[src/rtl/alu_pkg.sv]
// ---------------------------------------------------------------------------
// alu_pkg -- shared types and helpers for the sequential ALU.
//   op_e    : operation encoding carried on the 3-bit op port
//   state_e : controller states (IDLE, SHIFT, DONE)
//   cc_t    : condition-code triple {negative, zero, positive}
//   cc_of() : derives the condition codes from a result's MSB and zero test
//   is_shift_op() : true for the three iterative shift operations
// ---------------------------------------------------------------------------
package alu_pkg;

  typedef enum logic [2:0] {
    OP_ADD   = 3'b000,
    OP_AND   = 3'b001,
    OP_XOR   = 3'b010,
    OP_NOT   = 3'b011,
    OP_LSHF  = 3'b100,
    OP_RSHFL = 3'b101,
    OP_RSHFA = 3'b110,
    OP_PASS  = 3'b111
  } op_e;

  typedef enum logic [1:0] {
    IDLE  = 2'd0,
    SHIFT = 2'd1,
    DONE  = 2'd2
  } state_e;

  typedef struct packed {
    logic negative;
    logic zero;
    logic positive;
  } cc_t;

  // Exactly one code is set: a zero result has a clear MSB, so negative and
  // zero can never both be true.
  function automatic cc_t cc_of(input logic msb, input logic is_zero);
    cc_t cc;
    cc.negative = msb;
    cc.zero     = is_zero;
    cc.positive = !msb && !is_zero;
    return cc;
  endfunction

  function automatic logic is_shift_op(input op_e op);
    return op inside {OP_LSHF, OP_RSHFL, OP_RSHFA};
  endfunction

endpackage

[src/rtl/alu_core.sv]
// ---------------------------------------------------------------------------
// alu_core -- purely combinational datapath of the sequential ALU.
//   op       : operation select
//   a, b     : operands (a is also the value being shifted)
//   result   : single-cycle result; shift ops return a unchanged, which is
//              the correct answer for a zero shift amount
//   overflow : signed overflow of ADD, 0 for every other op
//   step     : a shifted by exactly one bit in the direction chosen by op
// ---------------------------------------------------------------------------
module alu_core
  import alu_pkg::*;
#(
  parameter int WIDTH = 16
) (
  input  op_e              op,
  input  logic [WIDTH-1:0] a,
  input  logic [WIDTH-1:0] b,
  output logic [WIDTH-1:0] result,
  output logic             overflow,
  output logic [WIDTH-1:0] step
);

  logic [WIDTH-1:0] sum;

  // Carry out is discarded: ADD wraps modulo 2^WIDTH.
  assign sum = a + b;

  // NOTE: every output of a combinational block gets a default first so that
  // no path through the case statement can leave it unassigned (latch).
  always_comb begin
    result   = a;
    overflow = 1'b0;
    case (op)
      OP_ADD: begin
        result   = sum;
        overflow = (a[WIDTH-1] == b[WIDTH-1]) && (sum[WIDTH-1] != a[WIDTH-1]);
      end
      OP_AND:  result = a & b;
      OP_XOR:  result = a ^ b;
      OP_NOT:  result = ~a;
      OP_PASS: result = b;
      default: result = a;
    endcase
  end

  always_comb begin
    step = a;
    case (op)
      OP_LSHF:  step = {a[WIDTH-2:0], 1'b0};
      OP_RSHFL: step = {1'b0, a[WIDTH-1:1]};
      OP_RSHFA: step = {a[WIDTH-1], a[WIDTH-1:1]};
      default:  step = a;
    endcase
  end

endmodule

[src/rtl/alu_seq.sv]
// ---------------------------------------------------------------------------
// alu_seq -- sequential ALU with valid/ready handshakes on both sides.
// Single-cycle ops finish at the accept edge; shifts by k > 0 spend k cycles
// in SHIFT, one bit per cycle, before presenting the result in DONE.
//   clk, rst_n          : clock, synchronous active-low reset
//   in_valid, in_ready  : input handshake (in_ready == state is IDLE)
//   in1, in2, op, shift : operand bundle captured on accept
//   out_valid, out_ready: output handshake (out_valid == state is DONE)
//   out                 : registered result
//   negative, zero, positive, overflow : registered condition codes
// ---------------------------------------------------------------------------
module alu_seq
  import alu_pkg::*;
#(
  parameter int WIDTH = 16,
  parameter int SHW   = $clog2(WIDTH)
) (
  input  logic             clk,
  input  logic             rst_n,
  input  logic             in_valid,
  output logic             in_ready,
  input  logic [WIDTH-1:0] in1,
  input  logic [WIDTH-1:0] in2,
  input  logic [2:0]       op,
  input  logic [SHW-1:0]   shift,
  output logic             out_valid,
  input  logic             out_ready,
  output logic [WIDTH-1:0] out,
  output logic             negative,
  output logic             zero,
  output logic             positive,
  output logic             overflow
);

  state_e           state;
  op_e              held_op;
  logic [WIDTH-1:0] work;
  logic [SHW-1:0]   count;

  op_e              core_op;
  logic [WIDTH-1:0] core_a;
  logic [WIDTH-1:0] core_result;
  logic             core_overflow;
  logic [WIDTH-1:0] core_step;
  cc_t              cc_result;
  cc_t              cc_step;
  logic             accept;

  // In IDLE the core sees the live inputs (single-cycle path); in SHIFT it
  // sees the captured op and the partially shifted working value.
  assign core_op = (state == IDLE) ? op_e'(op) : held_op;
  assign core_a  = (state == IDLE) ? in1 : work;
  assign accept  = (state == IDLE) && in_valid;

  alu_core #(.WIDTH(WIDTH)) u_core (
    .op       (core_op),
    .a        (core_a),
    .b        (in2),
    .result   (core_result),
    .overflow (core_overflow),
    .step     (core_step)
  );

  assign cc_result = cc_of(core_result[WIDTH-1], core_result == '0);
  assign cc_step   = cc_of(core_step[WIDTH-1], core_step == '0);

  // NOTE: state is updated with non-blocking assignments so every register
  // samples the pre-edge values of the others, independent of statement order.
  always_ff @(posedge clk) begin
    if (!rst_n) begin
      state     <= IDLE;
      in_ready  <= 1'b1;
      out_valid <= 1'b0;
      out       <= '0;
      negative  <= 1'b0;
      zero      <= 1'b1;
      positive  <= 1'b0;
      overflow  <= 1'b0;
      count     <= '0;
      // NOTE: the working register and captured op are reset too; they are
      // cheap flops and a known value keeps the datapath free of X after reset.
      work      <= '0;
      held_op   <= OP_ADD;
    end else begin
      case (state)
        IDLE: begin
          if (accept) begin
            held_op <= op_e'(op);
            work    <= in1;
            if (is_shift_op(op_e'(op)) && (shift != '0)) begin
              count    <= shift;
              state    <= SHIFT;
              in_ready <= 1'b0;
            end else begin
              out                          <= core_result;
              {negative, zero, positive}   <= cc_result;
              overflow                     <= core_overflow;
              state                        <= DONE;
              in_ready                     <= 1'b0;
              out_valid                    <= 1'b1;
            end
          end
        end

        SHIFT: begin
          work  <= core_step;
          count <= count - SHW'(1);
          // The last single-bit step lands directly in the output registers,
          // so DONE is entered on the edge where the counter reaches zero.
          if (count <= SHW'(1)) begin
            out                        <= core_step;
            {negative, zero, positive} <= cc_step;
            overflow                   <= 1'b0;
            state                      <= DONE;
            out_valid                  <= 1'b1;
          end
        end

        DONE: begin
          if (out_ready) begin
            state     <= IDLE;
            out_valid <= 1'b0;
            in_ready  <= 1'b1;
          end
        end

        default: begin
          state     <= IDLE;
          in_ready  <= 1'b1;
          out_valid <= 1'b0;
        end
      endcase
    end
  end

endmodule

[config.mk]
export PLATFORM = sky130hd
export DESIGN_NAME = alu_seq
export DESIGN_NICKNAME = d
export VERILOG_FILES = /design/src/rtl/alu_pkg.sv /design/src/rtl/alu_core.sv /design/src/rtl/alu_seq.sv
export SDC_FILE = /design/constraint.sdc
export NUM_CORES = 1
export LEC_CHECK = 0
export ABC_AREA = 1
export BUFFER_PORTS_ARGS = -buffer_cell sky130_fd_sc_hd__buf_2
export CAP_MARGIN = 20
export CORE_UTILIZATION = 50
export DETAILED_ROUTE_END_ITERATION = 6
export MAX_ROUTING_LAYER = met4
export PLACE_DENSITY = 0.71
export RECOVER_POWER = 50
export SETUP_SLACK_MARGIN = 0.15
export SLEW_MARGIN = 20
export SYNTH_ARGS = -nofsm -noshare
export SYNTH_HDL_FRONTEND = slang
export SYNTH_SLANG_ARGS = --single-unit
[constraint.sdc]
create_clock -name clk -period 6.4 [get_ports clk]
set_input_delay 1.28 -clock clk [delete_from_list [all_inputs] [get_ports clk]]
set_output_delay 1.28 -clock clk [all_outputs]
set_load 0.02 [all_outputs]
After elaboration in Yosys (flattened, before gate mapping). Cells that the tools add are included.

Register bits after elaboration: 47. Input bits: 43. Logic and storage cells: 103.

Add/sub/neg operators: 2. $lt $le $gt $ge: 1. Eq/ne operators: 19. Mux-type cells: 43. Bitwise gates (word level): 4. Reduce and logical (&&, ||, !) cells: 23.

Operators with widths (number): $mux 16 (5); $pmux 16 s5 (1); $pmux 16 s2 (2); $pmux 16 s3 (1); $logic_not 16->1 (2); $eq 3x3->1 const B (7); $mux 1 (19); $add 16x16->16 (1); $and 16x16->16 (1); $not 16->16 (1); $xor 16x16->16 (1); $reduce_and 3->1 (3); $mux 2 (4); $mux 4 (2); $ne 2x2->1 const B (4); $pmux 1 s2 (4); $pmux 4 s2 (1); $reduce_and 4->1 (2); $eq 3x2->1 const B (2); $pmux 1 s3 (2); $pmux 2 s3 (1); $logic_and 1x1->1 (5); $le 4x1->1 const B (1); $logic_not 1->1 (4); other kinds (15) (16).

Logic depth before layout (Yosys ltp).
Depth after elaboration: 10. Gate-level depth with buffers: 24. Gate-level depth less buffers: 21.

By module. Synthesis repeated with hierarchy kept, for this count alone.

Cell total of the unflattened synthesis: 762. Area, all modules: 4350.4 µm².

Modules (own cells, without submodules): alu_seq (times used 1, cells an instance 396, area an instance 2466.1 µm²); alu_core (times used 1, cells an instance 366, area an instance 1884.3 µm²).

Least setup slack after synthesis. Ideal clock, no wire load.

Path type: in2reg. Start point: input in1[0]. End point: register positive. Library setup time: 0.119 ns. Arrival time: 3.019 ns. Data required time: 6.281 ns. Slack: 3.261 ns. Stages: 19. Path buffers: 0. Cells stage by stage: nand2_1 -> o21ai_2 -> ha_1 -> inv_1 -> fa_1 -> inv_1 -> nand3_1 -> nand3_1 -> nand3_1 -> nand3_1 -> nand2_1 -> nand3_1 -> nand3_1 -> nor2_1 -> nand2_1 -> nor2_1 -> nand2_1 -> nand2_1 -> a21oi_1.

Cells in the longest elaborated chain, start to end: 9. Elaborated cells between the ends (all ways): 18. Classes of those cells: 1 x add/sub; 7 x mux; 3 x bitwise; 7 x reduce/logical.

RTL lines: start: declaration (RTL line alu_seq.sv:22) `input logic [WIDTH-1:0] in1,`; $mux 16 (*) (RTL line alu_seq.sv:52) `assign core_a = (state == IDLE) ? in1 : work;`; $add 16x16->16 (tied with other cells) (RTL line alu_core.sv:26) `assign sum = a + b;`; $pmux 16 s5 (RTL line alu_core.sv:33) `case (op)`; $logic_not 16->1 (RTL line alu_seq.sv:64) `assign cc_result = cc_of(core_result[WIDTH-1], core_result == '0);`; $logic_not 1->1 (RTL line alu_pkg.sv:40) `cc.positive = !msb && !is_zero;`; $logic_and 1x1->1 (RTL line alu_pkg.sv:40); $mux 1 (RTL line alu_seq.sv:90) `if (is_shift_op(op_e'(op)) && (shift != '0)) begin`; $mux 1 (RTL line alu_seq.sv:87) `if (accept) begin`; $pmux 1 s2 (*) (RTL line alu_seq.sv:85) `case (state)`; end signal: assignment (RTL line alu_seq.sv:96) `{negative, zero, positive} <= cc_result;`; end signal: assignment (RTL line alu_seq.sv:112) `{negative, zero, positive} <= cc_step;`; end: declaration (RTL line alu_seq.sv:31) `output logic positive,`.

Every way passes the cells marked *; elsewhere a longest branch is shown, timed or not. The select of a mux whose other input is x is not followed. A chain may end at the register's enable or synchronous reset.

Worst setup path after layout.
Start point: register state[1]. End point: register count[2].

Cells in the longest elaborated chain, start to end: 4. Elaborated cells between the ends (all ways): 8. Classes of those cells: 3 x eq/ne; 1 x mux; 4 x reduce/logical.

RTL lines: start: declaration (RTL line alu_seq.sv:35) `state_e state;`; start signal: assignment (RTL line alu_seq.sv:71) `state <= IDLE;`; start signal: assignment (RTL line alu_seq.sv:92) `state <= SHIFT;`; start signal: assignment (RTL line alu_seq.sv:98) `state <= DONE;`; $logic_not 2->1 (RTL line alu_seq.sv:53, alu_seq.sv:85); $logic_and 1x1->1 (RTL line alu_seq.sv:53) `assign accept = (state == IDLE) && in_valid;`; $ne 2x2->1 (no line); $reduce_and 3->1 (no line); end signal: assignment (RTL line alu_seq.sv:91) `count <= shift;`; end signal: assignment (RTL line alu_seq.sv:107) `count <= count - SHW'(1);`; end: declaration (RTL line alu_seq.sv:38) `logic [SHW-1:0] count;`.

Parallel ways exist; a longest one is shown, timed or not.

==> metrics.md <==
| Metric | Value |
|---|---|
| Worst-Margin Slew | ~1.6 ns |
| Max Cap Violations | 1 |
| Cell breakdown of the critical path | nor2_1 > inv_2 > nor2_1 > inv_1 > nand2_1 > inv_1 > a21oi_1 > o21ai_0 > a221oi_1 |
| RR Endpoint | count[2] |
| R2R Path Start | state[1] |
| Hold path startpoint | out_valid |
| Crit path from | state[1] |
| Place WS | approximately 2.6 ns |
| Startpoint types | register |
| Routability cong. | 0.928 |
| Ant diodes | 0 |
| Synthesized instance count | about 810 |
| PnR worst setup slack | 1.79 ns |
| Total Power | approximately 0.0023 W |
| Synth top area cells | nand2_1 (23%), dfxtp_1 (20%), nand3_1 (7.7%) |
| Crit share post-route | 0.721 |
| Reg2Reg Setup Slack | around 1.8 ns |
| YS warnings | 0 |
| Critical path endpoint category | register |
| Peak Freq | about 220 MHz |
| Syn_nets | around 870 |
| First-pass GRT wire length | roughly 24000 um |
| Initial core utilization | 0.526 |
| Largest area contributor in the netlist | nand2_1 |
| Core Area | just under 0.009 mm2 |
| Share of layout cells above drive strength 1 | 0.109 |
| TritonCTS Buffers | 5 |
| Register area share after synthesis | 0.198 |
| RSZ-0062 raised after global routing | false |
| Post-DP HPWL | 11200 um |
| Most common cell after layout, fill and taps aside | nand2_1 |
| Buf+Inv Stages, Crit Path | 3 |
| Class of the tightest hold or removal check | reg2reg |
| Failing checks | design-rule violations, max-capacitance violations, max-slew violations |
| Worst VDD drop | between 0.2 and 0.3 mV |
| Clock slew at reported path FFs | 0.09 ns |
| Status | complete, but fails checks |
| Die area | between 0.009 and 0.01 mm2 |
| Leakage | approximately 2.5 nW |
| Final slew viol count | 22 |
| Hold Fails Final Rpt | 0 |
| Crit path max-delay family | simple AND/OR/NAND/NOR gates |
| I/O pin cnt | 65 |
| Drt wl/cell | around 16 um |
| P&R area growth vs syn | 7.83% |
| Antenna violations before repair | 0 |
| Final wirelength | roughly 15000 um |
| Drt via density | roughly 5.7 |
| WHS Path Cells | 2 |
| Endpoints failing setup | 0 |
| CTS max path bufs | 2 |
| CP required | roughly 6.6 ns |
| Placed Cells | 952 |
| Pwr dens | roughly 460 mW/mm2 |
| Clock Skew | ~0.01 ns |
| Fin nets | between 900 and 1000 |
| Drt pass-1 iters | 7 |
| Fin crit period | ~4.6 ns |
| Layout Cells excl Fill | 960 |
| Number of remaining DRC errors | 4 |
| GRT overflow | 0 |
| CTS tree | done |
| WHS | roughly 0.47 ns |
| Post-CTS sizing | 0 |
| Clock Latency Late Sink | 0.30 ns |
| Via count | 5509 |
| Vias in the first global route | 4800 |
| Worst EP arrival | slightly below 5 ns |
| Pin count of the biggest net entering global routing | 37 |
| WHS Endpoint | out_valid |
| Worst reg-to-reg path cell count | 9 |
| Die X | approximately 100 um |
| Crit Path Max Fanout | 21 |
| CP Class | reg2reg |
| Die Height | about 100 um |
| CP max stage delay | ~1.2 ns |
| Rel. slew slack | -0.0779 |
| Hold-fix buffers, CTS | 0 |
| DRT iter0 DRCs | approximately 470 |
| Synth Cell Area | between 0.004 and 0.005 mm2 |
| I/O Buffers | 64 |
| Cell Rows | 34 |
| Setup TNS | 0 ns |
| Setup repair bufs after CTS | 0 |
| GRT Resource Usage Total | 0.319 |
| Post-route ant nets | 0 |
| H-tree depth | 2 |
| Clock sink total | 46 |
| CTS root buf | clkbuf_8 |
| CP max-delay cell | nor2_1 |
| Post-synth top area share | 0.229 |
| Most frequent cells in the layout | nand2_1 (284), inv_1 (84), nor2_1 (77) |
| Synth unique cells | 42 |
| Syn avg cell area | approximately 5.8 um2 |
| Synth Register Bits | 46 |
==> tightest hold or removal path, stage by stage (launching register included) <==
cell and delay [ns]:
dfxtp_1 0.32, nand2_1 0.06, a21oi_1 0.05
==> per-layer routing <==
metal	GRT usage	vias up	share of wire
li1	-	2728	-
met1	0.431	2508	0.44
met2	0.515	255	0.47
met3	0.0284	18	0.079
met4	0.0781	0	0.014
met5	-	-	0
==> power breakdown <==
group,switching [W],internal [W],total (W)
clock,0.000103,0.000117,0.000219
combinational,0.00118,0.000473,0.00165
sequential,0.0000589,0.000385,0.000443
total,0.00134,0.000975,0.00231
==> per-stage QoR <==
stage	cell area [um2]	utilization
after detailed placement	4940	0.559
after floorplan	4650	-
after global routing	5020	0.567
final	5020	0.567
after global placement	4940	0.559
after CTS	5050	0.571
==> cell families (layout without fill, tap and decap cells) <==
| logic type | after synthesis | after routing | synth area share |
|---|---|---|---|
| and+or+nand+nor | 491 | 491 | 0.457 |
| buffers and inverters | 126 | 170 | 0.118 |
| AOI/OAI and AO/OA | 120 | 120 | 0.160 |
| DFF | 46 | 46 | 0.198 |
| adders and majority gates | 23 | 23 | 0.0635 |
| xor gates and xnor gates | 2 | 2 | 0.00377 |
==> worst max-delay path by stage <==
stage	endpoint	slack, ns	cells past startpoint
floorplan	positive	3.26	19
global placement	positive	2.64	17
detailed placement	positive	2.64	17
CTS	zero	2.71	19
global route	count[1]	1.27	10
finish	count[2]	1.79	9
==> state kept, by name, indices dropped and copies added (netlist names) <==
name       flops
work          16
overflow       1
count          4
state          2
out           16
in_ready       1
zero           1
held_op        3
out_valid      1
positive       1
==> synth_stat cells, drive strengths merged <==
cell	number
or2	6
and2	2
o2111ai	2
nand3b	6
nor4	1
clkinv	1
a31o	1
a31oi	31
nor2	81
o31ai	1
buf	20
a21oi	29
nor3	4
a211oi	2
xnor2	1
xor2	1
nand2	292
nand4	27
dfxtp	46
clkbuf	12
ha	22
inv	93
nand3	72
a2bb2oi	1
o21ai	52
a221oi	1
fa	1
==> cell type report <==
| class | instances | area (um2) |
|---|---|---|
| multi-input combinational | 636 | 3170 |
| clock inverter | 2 | 37.5 |
| sequential | 46 | 921 |
| inverter | 94 | 355 |
| fill | 922 | 3830 |
| clock buffer | 6 | 72.6 |
| timing repair buffer | 68 | 323 |
| tap | 108 | 135 |
No activity file was read; power rests on OpenSTA's default activity.
